`src/rtl/multdiv_ctrl.sv`:
```
// Sequencing controller for the iterative multiply/divide unit: operand latch, step counter,
// result capture and completion pulse. Define MULTDIV_CTRL_STATS_EN to add done/abort counters.
module multdiv_ctrl #(
    parameter int WIDTH       = 32,
    parameter int MULT_CYCLES = 16,
    parameter int DIV_CYCLES  = 32
) (
    input  logic             clk,
    input  logic             reset,
    input  logic             ctrl_MULT,
    input  logic             ctrl_DIV,
    input  logic [WIDTH-1:0] data_operandA,
    input  logic [WIDTH-1:0] data_operandB,
    input  logic [WIDTH-1:0] mult_result,
    input  logic             mult_overflow,
    input  logic [WIDTH-1:0] div_result,
    output logic [WIDTH-1:0] opA_q,
    output logic [WIDTH-1:0] opB_q,
    output logic [31:0]      counter,
    output logic             mult_active,
    output logic             div_active,
    output logic             busy,
    output logic [WIDTH-1:0] data_result,
    output logic             data_exception,
    output logic             data_resultRDY
`ifdef MULTDIV_CTRL_STATS_EN
    ,
    output logic [15:0]      done_count,
    output logic [15:0]      abort_count
`endif
);

    typedef enum logic [1:0] {
        ST_IDLE = 2'd0,
        ST_MULT = 2'd1,
        ST_DIV  = 2'd2
    } state_t;

    localparam logic [31:0] MULT_LAST = 32'(MULT_CYCLES);
    localparam logic [31:0] DIV_LAST  = 32'(DIV_CYCLES);

    state_t             state_r;
    state_t             next_state_s;
    logic               err_pend_r;
    logic               any_start_s;
    logic               one_start_s;
    logic               both_s;
    logic               div_zero_s;
    logic               mult_done_s;
    logic               div_done_s;
    logic               cap_s;
    logic [WIDTH-1:0]   cap_result_s;
    logic               cap_exc_s;

    assign any_start_s = ctrl_MULT | ctrl_DIV;
    assign one_start_s = ctrl_MULT ^ ctrl_DIV;
    assign both_s      = ctrl_MULT & ctrl_DIV;
    assign div_zero_s  = ctrl_DIV & ~ctrl_MULT & (data_operandB == {WIDTH{1'b0}});
    assign mult_done_s = (state_r == ST_MULT) && (counter == MULT_LAST);
    assign div_done_s  = (state_r == ST_DIV) && (counter == DIV_LAST);

    // State register
    always_ff @(posedge clk or posedge reset) begin
        if (reset) begin
            state_r <= ST_IDLE;
        end else begin
            state_r <= next_state_s;
        end
    end

    // Next-state logic: any start pulse overrides the running op
    always_comb begin
        next_state_s = state_r;
        if (both_s) begin
            next_state_s = ST_IDLE;
        end else if (ctrl_MULT) begin
            next_state_s = ST_MULT;
        end else if (ctrl_DIV) begin
            next_state_s = div_zero_s ? ST_IDLE : ST_DIV;
        end else begin
            case (state_r)
                ST_IDLE: next_state_s = ST_IDLE;
                ST_MULT: next_state_s = mult_done_s ? ST_IDLE : ST_MULT;
                ST_DIV:  next_state_s = div_done_s ? ST_IDLE : ST_DIV;
                default: next_state_s = ST_IDLE;
            endcase
        end
    end

    // Capture decode; a start on the same edge suppresses the finishing op's result
    always_comb begin
        cap_s        = 1'b0;
        cap_result_s = {WIDTH{1'b0}};
        cap_exc_s    = 1'b0;
        if (any_start_s) begin
            cap_s = 1'b0;
        end else if (err_pend_r) begin
            cap_s     = 1'b1;
            cap_exc_s = 1'b1;
        end else if (mult_done_s) begin
            cap_s        = 1'b1;
            cap_result_s = mult_result;
            cap_exc_s    = mult_overflow;
        end else if (div_done_s) begin
            cap_s        = 1'b1;
            cap_result_s = div_result;
        end else begin
            cap_s = 1'b0;
        end
    end

    // Operand latch, step counter, state decodes and result registers
    always_ff @(posedge clk or posedge reset) begin
        if (reset) begin
            opA_q          <= {WIDTH{1'b0}};
            opB_q          <= {WIDTH{1'b0}};
            counter        <= 32'd0;
            mult_active    <= 1'b0;
            div_active     <= 1'b0;
            busy           <= 1'b0;
            err_pend_r     <= 1'b0;
            data_result    <= {WIDTH{1'b0}};
            data_exception <= 1'b0;
            data_resultRDY <= 1'b0;
        end else begin
            if (one_start_s) begin
                opA_q <= data_operandA;
                opB_q <= data_operandB;
            end
            if ((next_state_s != ST_IDLE) && !any_start_s) begin
                counter <= counter + 32'd1;
            end else begin
                counter <= 32'd0;
            end
            mult_active    <= (next_state_s == ST_MULT);
            div_active     <= (next_state_s == ST_DIV);
            busy           <= (next_state_s != ST_IDLE);
            err_pend_r     <= both_s | div_zero_s;
            data_resultRDY <= cap_s;
            if (cap_s) begin
                data_result    <= cap_result_s;
                data_exception <= cap_exc_s;
            end
        end
    end

`ifdef MULTDIV_CTRL_STATS_EN
    // Saturating completion and abort counters
    always_ff @(posedge clk or posedge reset) begin
        if (reset) begin
            done_count  <= 16'd0;
            abort_count <= 16'd0;
        end else begin
            if (cap_s && (done_count != 16'hFFFF)) begin
                done_count <= done_count + 16'd1;
            end
            if (any_start_s && (state_r != ST_IDLE) && (abort_count != 16'hFFFF)) begin
                abort_count <= abort_count + 16'd1;
            end
        end
    end
`endif

endmodule

```
`config.mk`:
```
export PLATFORM = sky130hd
export DESIGN_NAME = multdiv_ctrl
export DESIGN_NICKNAME = d
export VERILOG_FILES = /design/src/rtl/multdiv_ctrl.sv
export SDC_FILE = /design/constraint.sdc
export NUM_CORES = 1
export LEC_CHECK = 0
export BUFFER_PORTS_ARGS = -buffer_cell sky130_fd_sc_hd__buf_4
export CORE_MARGIN = 1
export CORE_UTILIZATION = 50
export DETAILED_ROUTE_END_ITERATION = 10
export GPL_TIMING_DRIVEN = 1
export HOLD_SLACK_MARGIN = 0.02
export MAX_ROUTING_LAYER = met4
export PLACE_DENSITY_LB_ADDON = 0.25
export SYNTH_ARGS = -nofsm -noshare
export SYNTH_HDL_FRONTEND = slang
export SYNTH_SLANG_ARGS = --single-unit
```
`constraint.sdc`:
```
create_clock -name clk -period 9.8 [get_ports clk]
set_clock_uncertainty 0.05 [all_clocks]
set_input_delay 0.49 -clock clk [delete_from_list [all_inputs] [get_ports clk]]
set_output_delay 0.49 -clock clk [all_outputs]
set_load 0.005 [all_outputs]
```
# Word-level counts from Yosys, hierarchy flattened
# Index checks and enable logic that the tools add are counted.
dict set report op_classes {
  n_addsub 1
  n_eq_ne 6
  mux 19
  n_bitwise 7
  n_reduce_logical 6
}
# operator n
set op_table {}
lappend op_table {{$mux W32} 5}
lappend op_table {{$add A32 B1 Y32 const B} 1}
lappend op_table {{$eq A32 B5 Y1 const B} 1}
lappend op_table {{$eq A32 B6 Y1 const B} 1}
lappend op_table {{$logic_not A32 Y1} 1}
lappend op_table {{$mux W2} 5}
lappend op_table {{$mux W1} 8}
lappend op_table {{$eq A2 B1 Y1 const B} 2}
lappend op_table {{$eq A2 B2 Y1 const B} 2}
lappend op_table {{$pmux W2 S2} 1}
lappend op_table {{$and A1 B1 Y1} 3}
lappend op_table {{$logic_and A1 B1 Y1} 3}
lappend op_table {{$or A1 B1 Y1} 2}
lappend op_table {{$reduce_bool A2 Y1} 1}
lappend op_table {{$logic_not A1 Y1} 1}
lappend op_table {{$not A1 Y1} 1}
lappend op_table {{$xor A1 B1 Y1} 1}
dict set report word_totals {
  ff_bits 136
  inputBits 133
  out_inout_bits 133
  wordCells 50
}

# Logic depth before layout (Yosys ltp)
dict set report depth {
  word_depth 10
  mapped_depth 9
  mapped_depth_nobuf 7
}

# Worst setup path after synthesis
# Ideal clock, no wire load.
dict set report synth_timing {
  path_type {register to register}
  startpoint {reg counter[0]}
  endpoint {reg data_result[10]}
  setup_time_ns 0.135
  arrival_ns 2.067
  t_required_ns 9.615
  setup_slack_ns 7.548
  path_stages_with_launch 9
  n_path_buf 1
  period_less_slack_ns 2.252
  cell_sequence {dfrtp_1 -> inv_1 -> ha_1 -> nor4b_2 -> nand4_2 -> or3_4 -> a211oi_4 -> buf_6 -> a221oi_2}
}
dict set report synth_between {
  elab_chain_cells 6
  elab_cells_between_ends 12
  classes_between {eq/ne (2); mux (8); reduce/logical (2)}
}
# item line_no
set synth_lines {}
lappend synth_lines {{start: declaration} 19} ;# output logic [31:0] counter,
lappend synth_lines {{start signal: assignment} 131} ;# counter <= counter + 32'd1;
lappend synth_lines {{$eq A32 B6 Y1} 60} ;# assign div_done_s = (state_r == ST_DIV) && (counter == DIV_LAST);
lappend synth_lines {{$logic_and A1 B1 Y1} 60}
lappend synth_lines {{$mux W32 / $mux W1 (equally long branches)} 104} ;# end else if (div_done_s) begin
lappend synth_lines {{$mux W32 / $mux W1 (equally long branches)} 100} ;# end else if (mult_done_s) begin
lappend synth_lines {{$mux W32 / $mux W1 (equally long branches)} 97} ;# end else if (err_pend_r) begin
lappend synth_lines {{$mux W32 / $mux W1 (equally long branches)} 95} ;# if (any_start_s) begin
lappend synth_lines {{end signal: assignment} 122} ;# data_result <= {WIDTH{1'b0}};
lappend synth_lines {{end signal: assignment} 141} ;# data_result <= cap_result_s;
lappend synth_lines {{end: declaration} 23} ;# output logic [WIDTH-1:0] data_result,
# Several ways; a longest one is shown, not always the timed one.
# A chain may end at the register's enable or synchronous reset.

# Worst setup path in the final report
dict set report layout_timing {
  startpoint {reg counter[0]}
  endpoint {reg data_result[29]}
}
# The elaborated chain is that of the path after synthesis.

==> key figures <==
Run status
  • Status: completed

Drt
  • Highest routed layer: met4
  • Final wirelength: 18200 um
  • Detailed router's first-iteration violation count: 337
  • Routed via count: 5544
  • Met3 wire length: 1470 um
  • DR WL met2: 9190 um
  • Drt pass-1 iters: 5
  • Average wire per standard cell: 18.4 um
  • Antenna viol nets, final: 0
  • Vias per cell: 5.61
  • Met1 wire length: 6920 um
  • # DRC: 0

Finish
  • Seq. cell area: 3400 um^2
  • Layout cells sized above 1: 0.502
  • Fillers: 931
  • Antenna diodes: 0
  • Footprint of the multi-input gates: 2820 um^2
  • Cell Count, Final, Fillers Out: 989
  • Final nets: 944
  • Area growth from synthesis to layout: 41.9%

Synth
  • Primary FF master, synth: dfrtp_1
  • Area leader, netlist: dfrtp_1
  • Synth Instances: 551
  • Main combinational cell family by area after synthesis: compound AO/OA/AOI/OAI gates
  • Post-Synthesis Cell Area: 6420 um^2
  • Mux cell area share after synthesis: 0.112
  • Simple-Gate Fraction of Synth Area: 0.129
  • Commonest cells post-synth: dfrtp_1, nand2_1, mux2_2
  • XOR/XNOR share of the synthesized area: 0.0368
  • Post-synth top area share: 0.530
  • Mapped Nets: 691
  • #FFs+latches synth: 136
  • EDFF count, synth: 0
  • Syn Area/Cell: 11.7 um^2
  • Sequential fraction of the synthesis area: 0.530
  • Compound-Gate Fraction of Synth Area: 0.142
  • Unique masters post-synth: 45
  • Top post-synthesis cells by area: dfrtp_1, mux2_2, a221oi_2
  • Synth async-reset ratio: 1.00
  • Post-synthesis adder-cell area fraction: 0.0136
  • Synth Warn #: 0
  • Most frequent cell after synthesis: dfrtp_1

Floorplan
  • Row cnt: 41
  • I/O Pins: 266
  • Starting Density: 0.511
  • Core Area: 12600 um^2
  • Die W: 115 um
  • Die H: 115 um
  • Die area: 13300 um^2

Timing
  • Worst path setup slack after routing: 6990 ps
  • Rel. slew slack: 0.260
  • Period utilization: 0.287
  • Unrepaired setup endpoints after global routing: false
  • Clock period minus worst slack: 2810 ps
  • Final setup TNS: 0 ps
  • Slew @ Worst Pin: 1110 ps
  • Final setup violation count: 0
  • Fmax: 355 MHz
  • Fin. Hold Viols: 0
  • Max-slew violations: 0
  • Final hold slack: 175 ps

Power and ir drop
  • Max VDD drop: 0.108 mV
  • Pwr/cell area: 175 nW/um^2
  • Static Leakage: 0.00423 uW

Critical path
  • CP arrival: 3020 ps
  • Required @ worst endpoint: 10010 ps
  • CP Launch Type: register
  • Crit Path Max Fanout: 32
  • Crit path kind: reg -> reg
  • Cell family with most CP delay: simple AND/OR/NAND/NOR gates
  • Crit end category: register
  • Slowest-stage cell, CP: buf_4
  • Slowest stage delay, CP: 500 ps
  • CP Buf/Inv Count: 2
  • Critical Path, Cell by Cell: inv_1 -> ha_1 -> nor4b_2 -> nand4_2 -> or3_4 -> a211oi_4 -> buf_4 -> a221oi_1

Clock network
  • Post-CTS Hold Buffers: 0
  • Inserted Clock Buffers: 17
  • TritonCTS clock tree: yes
  • Max Root-Sink Buffers: 2
  • H-tree levels: 4
  • Worst skew pair latency: 420 ps
  • Postcts setup bufs: 0
  • Clk sink count: 136
  • Clk root buf: clkbuf_16
  • Post-cts repair resize count: 0
  • Clock Pin Slew Worst Setup and Hold Paths: 60 ps

Global route
  • First-pass GRT wire length: 28000 um
  • GR Util All Layers: 0.287
  • Initial antenna violation count: 0
  • Largest net degree at the start of global routing: 72
  • GR Overflow Total: 0
  • Number of global-route vias before repair: 5589

Placement
  • # port buffers: 265
  • GPL Wtd Cong: 0.849
  • Dpl hpwl: 12800 um
  • Placed cells: 957
  • Dpl ws: 6650 ps

Min path
  • Tightest Hold Check Type: in -> async

Flow run
  • Max capacitance violation total: 0
## layer usage
layer	vias up	track usage
met2	278	0.467
met1	2699	0.319
li1	2517	-
met3	50	0.0822
met4	0	0.153
met5	-	-
## state kept, by name, summed over array words and instances (netlist names)
register and count:
mult_active 1, opB_q 32, div_active 1, data_result 32, data_resultRDY 1, counter 32
data_exception 1, state_r 2, err_pend_r 1, opA_q 32, busy 1
## through the flow
step	area, um^2	utilization	power, uW
global placement	8530	0.678	971
floorplan	6420	-	797
finish	9110	0.725	1600
global route	9110	0.725	1660
detailed placement	8530	0.678	982
CTS	9110	0.725	1610
## power by group
group          total, uW  switching, uW  internal (uW)
registers            671           40.8            630
logic                302            122            180
clock network        624            238            386
## final cells by class
class / instances / area share
Clock inverter: 12 / 0.0137
Sequential cell: 136 / 0.374
Timing Repair Buffer: 272 / 0.224
Clock buffer: 20 / 0.0501
Inverter: 13 / 0.00563
Multi-Input combinational cell: 364 / 0.309
Tap cell: 172 / 0.0236
## cell families (layout without fill, tap and decap cells)
kind of cell / count (synthesis) / in the layout
AND/OR/NAND/NOR: 156 / 156
AO/OA/AOI/OAI: 110 / 110
buffers and inverters: 51 / 317
multiplexers: 64 / 64
flip-flops: 136 / 136
adder cells (fa/ha/maj): 7 / 7
XOR/XNOR: 27 / 27
## layout by cell type, fill, tap and decap left out, types with 2 or more instances in the layout
cell / n
nand3_1: 10
bufinv_16: 2
and4_1: 7
o22ai_1: 2
clkinv_2: 5
or2_2: 2
nand4_2: 2
o21ai_0: 4
nand2_1: 72
nand3b_1: 3
a221oi_2: 30
xnor2_1: 3
nor4_1: 12
or3_1: 4
nor4b_1: 2
nor2_1: 3
and3_1: 5
and2_1: 5
a21oi_1: 61
nor3_1: 7
clkbuf_16: 17
clkinvlp_4: 3
a22oi_1: 3
a221oi_1: 2
inv_1: 11
dfrtp_1: 136
buf_4: 272
ha_1: 6
clkbuf_8: 2
mux2_2: 64
nand4_1: 15
xor2_1: 24
## final timing paths
| check | end | depth (start not counted) | from | slack (ps) |
|---|---|---|---|---|
| max in group asynchronous | data_result[2] | 3 | reset | 8080 |
| hold / removal | opA_q[6] | 2 | reset | 170 |
| min in group clk | opA_q[11] | 2 | data_operandA[11] | 250 |
| setup / recovery | data_result[29] | 8 | counter[0] | 6990 |
| setup reg to reg | data_result[29] | 8 | counter[0] | 6990 |
| hold reg to reg | opB_q[0] | 1 | opB_q[0] | 460 |
Power figures use the tool's default switching activity.
